===== config.mk =====
export PLATFORM = sky130hd
export DESIGN_NAME = scaled_stream_framer_flat
export DESIGN_NICKNAME = d
export VERILOG_FILES = /design/src/rtl/scaled_stream_framer_if.sv /design/src/rtl/scaled_stream_framer.sv /design/src/flat_wrapper.sv
export SDC_FILE = /design/constraint.sdc
export NUM_CORES = 1
export LEC_CHECK = 0
export ABC_AREA = 1
export CORE_AREA = 2 2 107 68
export DETAILED_ROUTE_END_ITERATION = 10
export DIE_AREA = 0 0 109 70
export HOLD_SLACK_MARGIN = 0.03
export PLACE_DENSITY = 0.82
export SYNTH_ARGS = -nofsm -noshare
export SYNTH_HDL_FRONTEND = slang
export SYNTH_SLANG_ARGS = --single-unit

===== constraint.sdc =====
create_clock -name clk -period 5.8 [get_ports clk]
set_input_delay 1.74 -clock clk [delete_from_list [all_inputs] [get_ports clk]]
set_output_delay 1.74 -clock clk [all_outputs]
set_load 0.05 [all_outputs]

===== src/rtl/scaled_stream_framer_if.sv =====
// scaled_stream_framer_if: pixel stream into and tagged pixel stream out of the framer.
// master = surrounding logic, slave = the framer itself.
interface scaled_stream_framer_if;
  logic in_valid, in_ready, out_valid, out_ready, out_sof, out_eol, out_eof;
  logic [7:0] in_data, out_data;
  modport master(output in_valid, in_data, out_ready, input in_ready, out_valid, out_data, out_sof, out_eol, out_eof);
  modport slave(input in_valid, in_data, out_ready, output in_ready, out_valid, out_data, out_sof, out_eol, out_eof);
endinterface


===== src/rtl/scaled_stream_framer.sv =====
// scaled_stream_framer: tags a raster pixel stream with sof/eol/eof, inserts line blanking, 4-deep output FIFO.
// Optional frame checksum enabled by defining FRAMER_CHECKSUM_EN.
module scaled_stream_framer #(
  parameter int COLS = 494,
  parameter int ROWS = 484,
  parameter int HBLANK = 2
) (
  input  logic clk,
  input  logic rst_n,
  scaled_stream_framer_if.slave s,
  output logic frame_done,
  output logic [15:0] frame_sum
);
  typedef enum logic [1:0] {S_IDLE, S_LINE, S_HBLANK, S_DONE} state_t;
  state_t state;
  logic run, push, pop, sof, eol, eof;
  logic [9:0] col_cnt, row_cnt;
  logic [3:0] hb_cnt;
  logic [10:0] mem [4];
  logic [1:0] wr_ptr, rd_ptr;
  logic [2:0] count;
  // run keeps in_ready low while in reset and rises on the first edge after release
  assign s.in_ready = run && (state == S_IDLE || state == S_LINE) && count != 3'd4;
  assign push = s.in_valid && s.in_ready;
  assign pop = s.out_valid && s.out_ready;
  assign sof = state == S_IDLE;
  assign eol = col_cnt == 10'(COLS - 1);
  assign eof = eol && row_cnt == 10'(ROWS - 1);
  assign s.out_valid = count != 3'd0;
  assign {s.out_sof, s.out_eol, s.out_eof, s.out_data} = s.out_valid ? mem[rd_ptr] : '0;
  always_ff @(posedge clk or negedge rst_n)
    if (!rst_n) begin
      state <= S_IDLE;
      run <= 1'b0;
      col_cnt <= '0;
      row_cnt <= '0;
      hb_cnt <= '0;
      frame_done <= 1'b0;
    end else begin
      run <= 1'b1;
      frame_done <= 1'b0;
      case (state)
        S_IDLE, S_LINE: if (push) begin
          col_cnt <= eol ? '0 : col_cnt + 10'd1;
          row_cnt <= eol ? row_cnt + 10'd1 : row_cnt;
          frame_done <= eof;
          hb_cnt <= 4'(HBLANK - 1);
          state <= eof ? S_DONE : (eol && HBLANK != 0) ? S_HBLANK : S_LINE;
        end
        S_HBLANK: begin
          hb_cnt <= hb_cnt - 4'd1;
          state <= hb_cnt == 4'd0 ? S_LINE : S_HBLANK;
        end
        S_DONE: begin
          col_cnt <= '0;
          row_cnt <= '0;
          state <= S_IDLE;
        end
      endcase
    end
  always_ff @(posedge clk or negedge rst_n)
    if (!rst_n) begin
      wr_ptr <= '0;
      rd_ptr <= '0;
      count <= '0;
    end else begin
      wr_ptr <= wr_ptr + 2'(push);
      rd_ptr <= rd_ptr + 2'(pop);
      count <= count + 3'(push) - 3'(pop);
    end
  always_ff @(posedge clk)
    if (push) mem[wr_ptr] <= {sof, eol, eof, s.in_data};
`ifdef FRAMER_CHECKSUM_EN
  logic [15:0] acc;
  // frame_sum is loaded on the eof transfer so it is valid alongside frame_done
  always_ff @(posedge clk or negedge rst_n)
    if (!rst_n) begin
      acc <= '0;
      frame_sum <= '0;
    end else if (push) begin
      acc <= (sof ? 16'd0 : acc) + 16'(s.in_data);
      if (eof) frame_sum <= acc + 16'(s.in_data);
    end
`else
  assign frame_sum = '0;
`endif
endmodule


===== src/flat_wrapper.sv =====
// flat-port wrapper written by rule: the top's interface ports become plain ports
module scaled_stream_framer_flat 
#(
  parameter int COLS = 494,
  parameter int ROWS = 484,
  parameter int HBLANK = 2
)
  (clk, rst_n, frame_done, frame_sum, s_in_valid, s_in_data, s_out_ready, s_in_ready, s_out_valid, s_out_data, s_out_sof, s_out_eol, s_out_eof);
  scaled_stream_framer_if s_i ();
  input  logic clk;
  input  logic rst_n;
  output logic frame_done;
  output logic [15:0] frame_sum;
  input wire logic [$bits(s_i.in_valid)-1:0] s_in_valid;
  input wire logic [$bits(s_i.in_data)-1:0] s_in_data;
  input wire logic [$bits(s_i.out_ready)-1:0] s_out_ready;
  output wire logic [$bits(s_i.in_ready)-1:0] s_in_ready;
  output wire logic [$bits(s_i.out_valid)-1:0] s_out_valid;
  output wire logic [$bits(s_i.out_data)-1:0] s_out_data;
  output wire logic [$bits(s_i.out_sof)-1:0] s_out_sof;
  output wire logic [$bits(s_i.out_eol)-1:0] s_out_eol;
  output wire logic [$bits(s_i.out_eof)-1:0] s_out_eof;
  assign s_i.in_valid = s_in_valid;
  assign s_i.in_data = s_in_data;
  assign s_i.out_ready = s_out_ready;
  assign s_in_ready = s_i.in_ready;
  assign s_out_valid = s_i.out_valid;
  assign s_out_data = s_i.out_data;
  assign s_out_sof = s_i.out_sof;
  assign s_out_eol = s_i.out_eol;
  assign s_out_eof = s_i.out_eof;
  scaled_stream_framer #(.COLS(COLS), .ROWS(ROWS), .HBLANK(HBLANK)) u_core (.clk(clk), .rst_n(rst_n), .s(s_i), .frame_done(frame_done), .frame_sum(frame_sum));
endmodule

# ---- Word level (Yosys, flattened, before mapping)
# Memories as Yosys holds them, arrays and structs flattened.
# Index checks and enable logic that the tools add are counted.
dict set report word_totals {
  out_inout_bits 30
  mem_bits_rw 44
  reg_bits 35
  in_bits 12
  mem_count 1
  elab_cells 58
}
# name words word_bits read_ports rd_clocked_by_memory_dff wr line_no
set memory_table {}
lappend memory_table {u_core.mem 4 11 1 0 1 scaled_stream_framer.sv:19} ;# logic [10:0] mem [4];
dict set report classes {
  reduce_logical 15
  add_sub_neg 7
  muxes 18
  n_eq_ne 8
}
# operator count
set op_table {}
lappend op_table {{$mux 10} 4}
lappend op_table {{$pmux 10 s2} 2}
lappend op_table {{$add 10x1->10 const B} 2}
lappend op_table {{$eq 10x9->1 const B} 2}
lappend op_table {{$mux 11} 1}
lappend op_table {{$mux 2} 4}
lappend op_table {{$pmux 4 s2} 1}
lappend op_table {{$pmux 2 s3} 1}
lappend op_table {{$logic_and 1x1->1} 5}
lappend op_table {{$add 2x1->2} 2}
lappend op_table {{$eq 2x2->1 const B} 2}
lappend op_table {{$logic_not 4->1} 1}
lappend op_table {{$mux 1} 4}
lappend op_table {{$mux 4} 1}
lappend op_table {{$ne 2x1->1 const B} 2}
lappend op_table {{$reduce_and 2->1} 2}
lappend op_table {{$reduce_bool 2->1} 2}
lappend op_table {{$sub 4x1->4 const B} 1}
lappend op_table {{$add 3x1->3} 1}
lappend op_table {{$ne 3x3->1 const B} 1}
lappend op_table {{$reduce_and 3->1} 1}
lappend op_table {{$reduce_bool 3->1} 1}
lappend op_table {{$sub 3x1->3} 1}
lappend op_table {{$eq 2x1->1 const B} 1}
lappend op_table {{3 further kinds} 3}

# ---- Longest topological paths before layout
dict set report logic_depth {
  depth_word 7
  ltp_mapped 10
  ltp_nobuf 9
}

# ---- Least setup slack after synthesis
# No wires, ideal clock.
dict set report synth_path {
  path_kind {register to output}
  from {register u_core.rd_ptr[0]}
  to {output port s_out_data[1]}
  path_stages_with_launch 5
  path_slack_ns 2.438
  path_buffers 1
  arrival_ns 1.622
  required_time_ns 4.060
  path_cell_list {dfrtp_1 -> inv_1 -> clkbuf_1 -> o21ai_0 -> a21oi_1}
}
dict set report synth_via {
  elab_chain_len 2
}
# element line_no
set synth_lines {}
lappend synth_lines {{start: declaration} scaled_stream_framer.sv:20} ;# logic [1:0] wr_ptr, rd_ptr;
lappend synth_lines {{start signal: assignment} scaled_stream_framer.sv:68} ;# rd_ptr <= rd_ptr + 2'(pop);
lappend synth_lines {{$mem_v2 4x11} -}
lappend synth_lines {{$mux 11} scaled_stream_framer.sv:30} ;# assign {s.out_sof, s.out_eol, s.out_eof, s.out_data} = s.out_valid ? mem[rd_ptr] : '0;
lappend synth_lines {{end: declaration} flat_wrapper.sv:19} ;# output wire logic [$bits(s_i.out_data)-1:0] s_out_data;
# Every way passes these cells.

# ---- Final worst setup path
dict set report layout_path {
  from {register u_core.rd_ptr[0]}
  to {output port s_out_eof}
}
dict set report layout_via {
  elab_chain_len 2
}
# element line_no
set layout_lines {}
lappend layout_lines {{$mem_v2 4x11} -}
lappend layout_lines {{$mux 11} scaled_stream_framer.sv:30}
lappend layout_lines {{end: declaration} flat_wrapper.sv:22} ;# output wire logic [$bits(s_i.out_eof)-1:0] s_out_eof;
# Every way passes these cells.

==> results.py <==
metrics = {
    "placed_design": {
        "hpwl_mm": 5.15,
        "place_congestion": 0.825,
        "place_area_um2": 4130,
        "io_buffer_count": 25,
    },
    "flow_run": {
        "cap_violations": 0,
    },
    "synth": {
        "yosysMostFrequentCell": "nor2_1",
        "synth_area_um2": 3850,
        "synth_cell_types": 34,
        "yosysWarningCount": 0,
        "synth_edf_count": 44,
        "ys_seq_area_frac": 0.570,
        "ys_top_cells_by_area": "edfxtp_1 34%, dfrtp_1 23%, nor2_1 6.5%",
        "ys.flop_type": "edfxtp_1",
        "syn_avg_cell_area_um2": 9.47,
        "ys_top_cells_by_count": "67 x nor2_1, 64 x nand2_1, 44 x edfxtp_1",
        "synth_top_area_frac": 0.343,
        "synth-seq-cells": 79,
        "async_reset_ff_frac": 0.443,
        "syn_inst": 407,
        "synth_top_cell_by_area": "edfxtp_1",
    },
    "detailed_routing": {
        "via_per_inst": 5.26,
        "wl_per_cell_um": 14.2,
        "drc_errors": 0,
        "vias": 2788,
        "routed_wirelength_mm": 7.51,
        "drtPass1Iterations": 4,
        "drt_iter0_markers": 232,
        "ant_nets": 0,
    },
    "clock_tree": {
        "cts_buffer_depth": 2,
        "cts_root_buf": "clkbuf_8",
        "cts_setup_buffers": 0,
        "clk_pin_slew_ns": 0.08,
        "cts_resized": 0,
        "cts.sinks": 79,
        "ctsHtreeMaxLevel": 3,
        "cts_made_buffers": 9,
        "cts_tree": "yes",
        "hold_buffers": 0,
        "clk_latency_ns": 0.35,
    },
    "grt": {
        "grt_max_degree": 36,
        "grt.met3_usage": 0.0616,
        "grt_util_met2": 0.324,
        "grt_pass1_vias": 2655,
        "grt-ovfl-total": 0,
        "top_usage_layer": "met2",
        "use_met1": 0.305,
        "grt_util_all_layers": 0.217,
        "grt_pass1_wl_mm": 12.5,
        "antenna_found_initial": 0,
    },
    "floorplanning": {
        "pin_count": 42,
        "dieWidth_um": 109,
        "floorplan.initialDensity": 0.565,
        "die_area_um2": 7630,
        "fp.coreArea_um2": 6820,
        "row_count": 24,
        "die_y_um": 70,
    },
    "pwr": {
        "p_leak_uw": 0.00186,
        "peakVddDrop_mv": 0.270,
        "power_uw": 1940,
        "pwr_density_cell_nw_per_um2": 447,
    },
    "timing": {
        "grt_setup_unrepaired": "false",
        "hold_slack_ns": 0.509,
        "max_freq_mhz": 219,
        "fin_crit_ns": 4.57,
        "layout_worst_path_cycle_share": 0.789,
        "clock-skew-final_ns": 0.0124,
        "fin_tns_setup_ns": 0,
        "max-slew-margin-rel": 0.483,
        "slew_violations": 0,
        "setup_violations": 0,
        "hold_viol_final": 0,
        "worstMarginPinSlew_ns": 0.776,
    },
    "worst_setup_path": {
        "cp-end-kind": "primary output",
        "crit_required_ns": 4.06,
        "worstPathMaxFanout": 24,
        "crit_arrival_ns": 2.83,
        "startpoint_type": "flip-flop",
        "criticalPathCategory": "flip-flop to primary output",
    },
    "finish": {
        "drive_gt1_frac": 0.0820,
        "syn_to_final_growth_pct": 12.3,
        "final_cell_area_um2": 4330,
        "nets": 456,
        "n_antenna_cell": 0,
    },
    "worst_hold_path": {
        "min_path_type": "flip-flop to flip-flop",
    },
    "run_status": {
        "outcome": "complete, no violations",
    },
}
==> state kept, by name, indices dropped and copies added, names as in the netlist <==
| register | cells |
|---|---|
| u_core.mem | 44 |
| u_core.col_cnt | 10 |
| u_core.row_cnt | 10 |
| u_core.hb_cnt | 4 |
| u_core.count | 3 |
| u_core.rd_ptr | 2 |
| u_core.state | 2 |
| u_core.wr_ptr | 2 |
| u_core.frame_done | 1 |
| u_core.run | 1 |
==> report_power, final <==
part	switching, uW	total, uW	internal (uW)
combinational	524	776	252
sequential	86.4	756	670
clock	202	403	201
total	813	1940	1120
==> logic make-up after synthesis <==
| kind of cell | after synthesis | synth area share |
|---|---|---|
| and+or+nand+nor | 186 | 0.216 |
| DFF | 79 | 0.570 |
| buffers and inverters | 70 | 0.0883 |
| AOI/OAI and AO/OA | 52 | 0.0714 |
| adders and majority gates | 10 | 0.0344 |
| xor gates and xnor gates | 8 | 0.0182 |
| other | 2 | 0.00195 |
==> cells in the final DEF (no fill, tap or decap) <==
| cell | n |
|---|---|
| nand2_2 | 2 |
| dfrtp_1 | 35 |
| xor2_1 | 4 |
| o21ai_0 | 27 |
| conb_1 | 17 |
| edfxtp_1 | 44 |
| nand3_4 | 1 |
| nor2_2 | 4 |
| o21ai_2 | 2 |
| nand3_1 | 27 |
| nor2_4 | 1 |
| bufinv_16 | 1 |
| inv_6 | 1 |
| o21ai_1 | 2 |
| or2_2 | 1 |
| fa_1 | 1 |
| nand2_4 | 2 |
| nand3b_1 | 2 |
| clkbuf_1 | 1 |
| nand4_1 | 7 |
| nor3_2 | 1 |
| nor2_1 | 67 |
| a21boi_0 | 1 |
| xnor2_1 | 4 |
| nand2_1 | 64 |
| buf_4 | 6 |
| a21oi_1 | 17 |
| a21o_1 | 1 |
| inv_1 | 40 |
| o22ai_1 | 2 |
| clkinvlp_4 | 3 |
| clkinv_4 | 1 |
| nor3_1 | 6 |
| clkdlybuf4s50_1 | 25 |
| clkbuf_8 | 9 |
| ha_1 | 9 |
| nand3_2 | 1 |
==> routing by layer <==
layer,vias to the layer above,wire (um)
met4,0,106
met2,99,3470
met3,12,533
met5,-,0
met1,1319,3400
li1,1358,-
==> worst max-delay path: stages (launching register included) <==
cell and delay (ns):
dfrtp_1 0.85, inv_1 0.49, o21ai_0 0.32, a21oi_1 0.10, clkdlybuf4s50_1 0.73
==> per-stage QoR <==
stage,utilization,setup WS (ns),cells
global route,0.635,1.01,530
detailed placement,0.606,1.65,514
global placement,0.606,1.80,514
finish,0.635,1.23,530
floorplan,-,2.44,422
CTS,0.635,1.26,530
==> cell type report <==
cell class                      count  area [um2]
Clock inverter                      6        70.1
Multi-Input combinational cell    273        1370
Inverter                           40         150
Clock buffer                       10         128
Fill cell                         525        2490
Tap cell                           91         114
Sequential cell                    79        2200
Timing Repair Buffer               31         295
==> final timing paths <==
kind                             startpoint           endpoint  slack, ns  depth (start not counted)
max                        u_core.rd_ptr[0]          s_out_eof       1.23                          4
min                        u_core.hb_cnt[3]   u_core.hb_cnt[3]       0.51                          1
max reg2reg                 u_core.state[1]    u_core.count[2]       3.59                          8
min reg2reg                u_core.hb_cnt[3]   u_core.hb_cnt[3]       0.51                          1
max in group asynchronous             rst_n   u_core.wr_ptr[0]       3.67                          2
min in group asynchronous             rst_n  u_core.row_cnt[9]       1.80                          2
No activity file was read; power rests on OpenSTA's default activity.
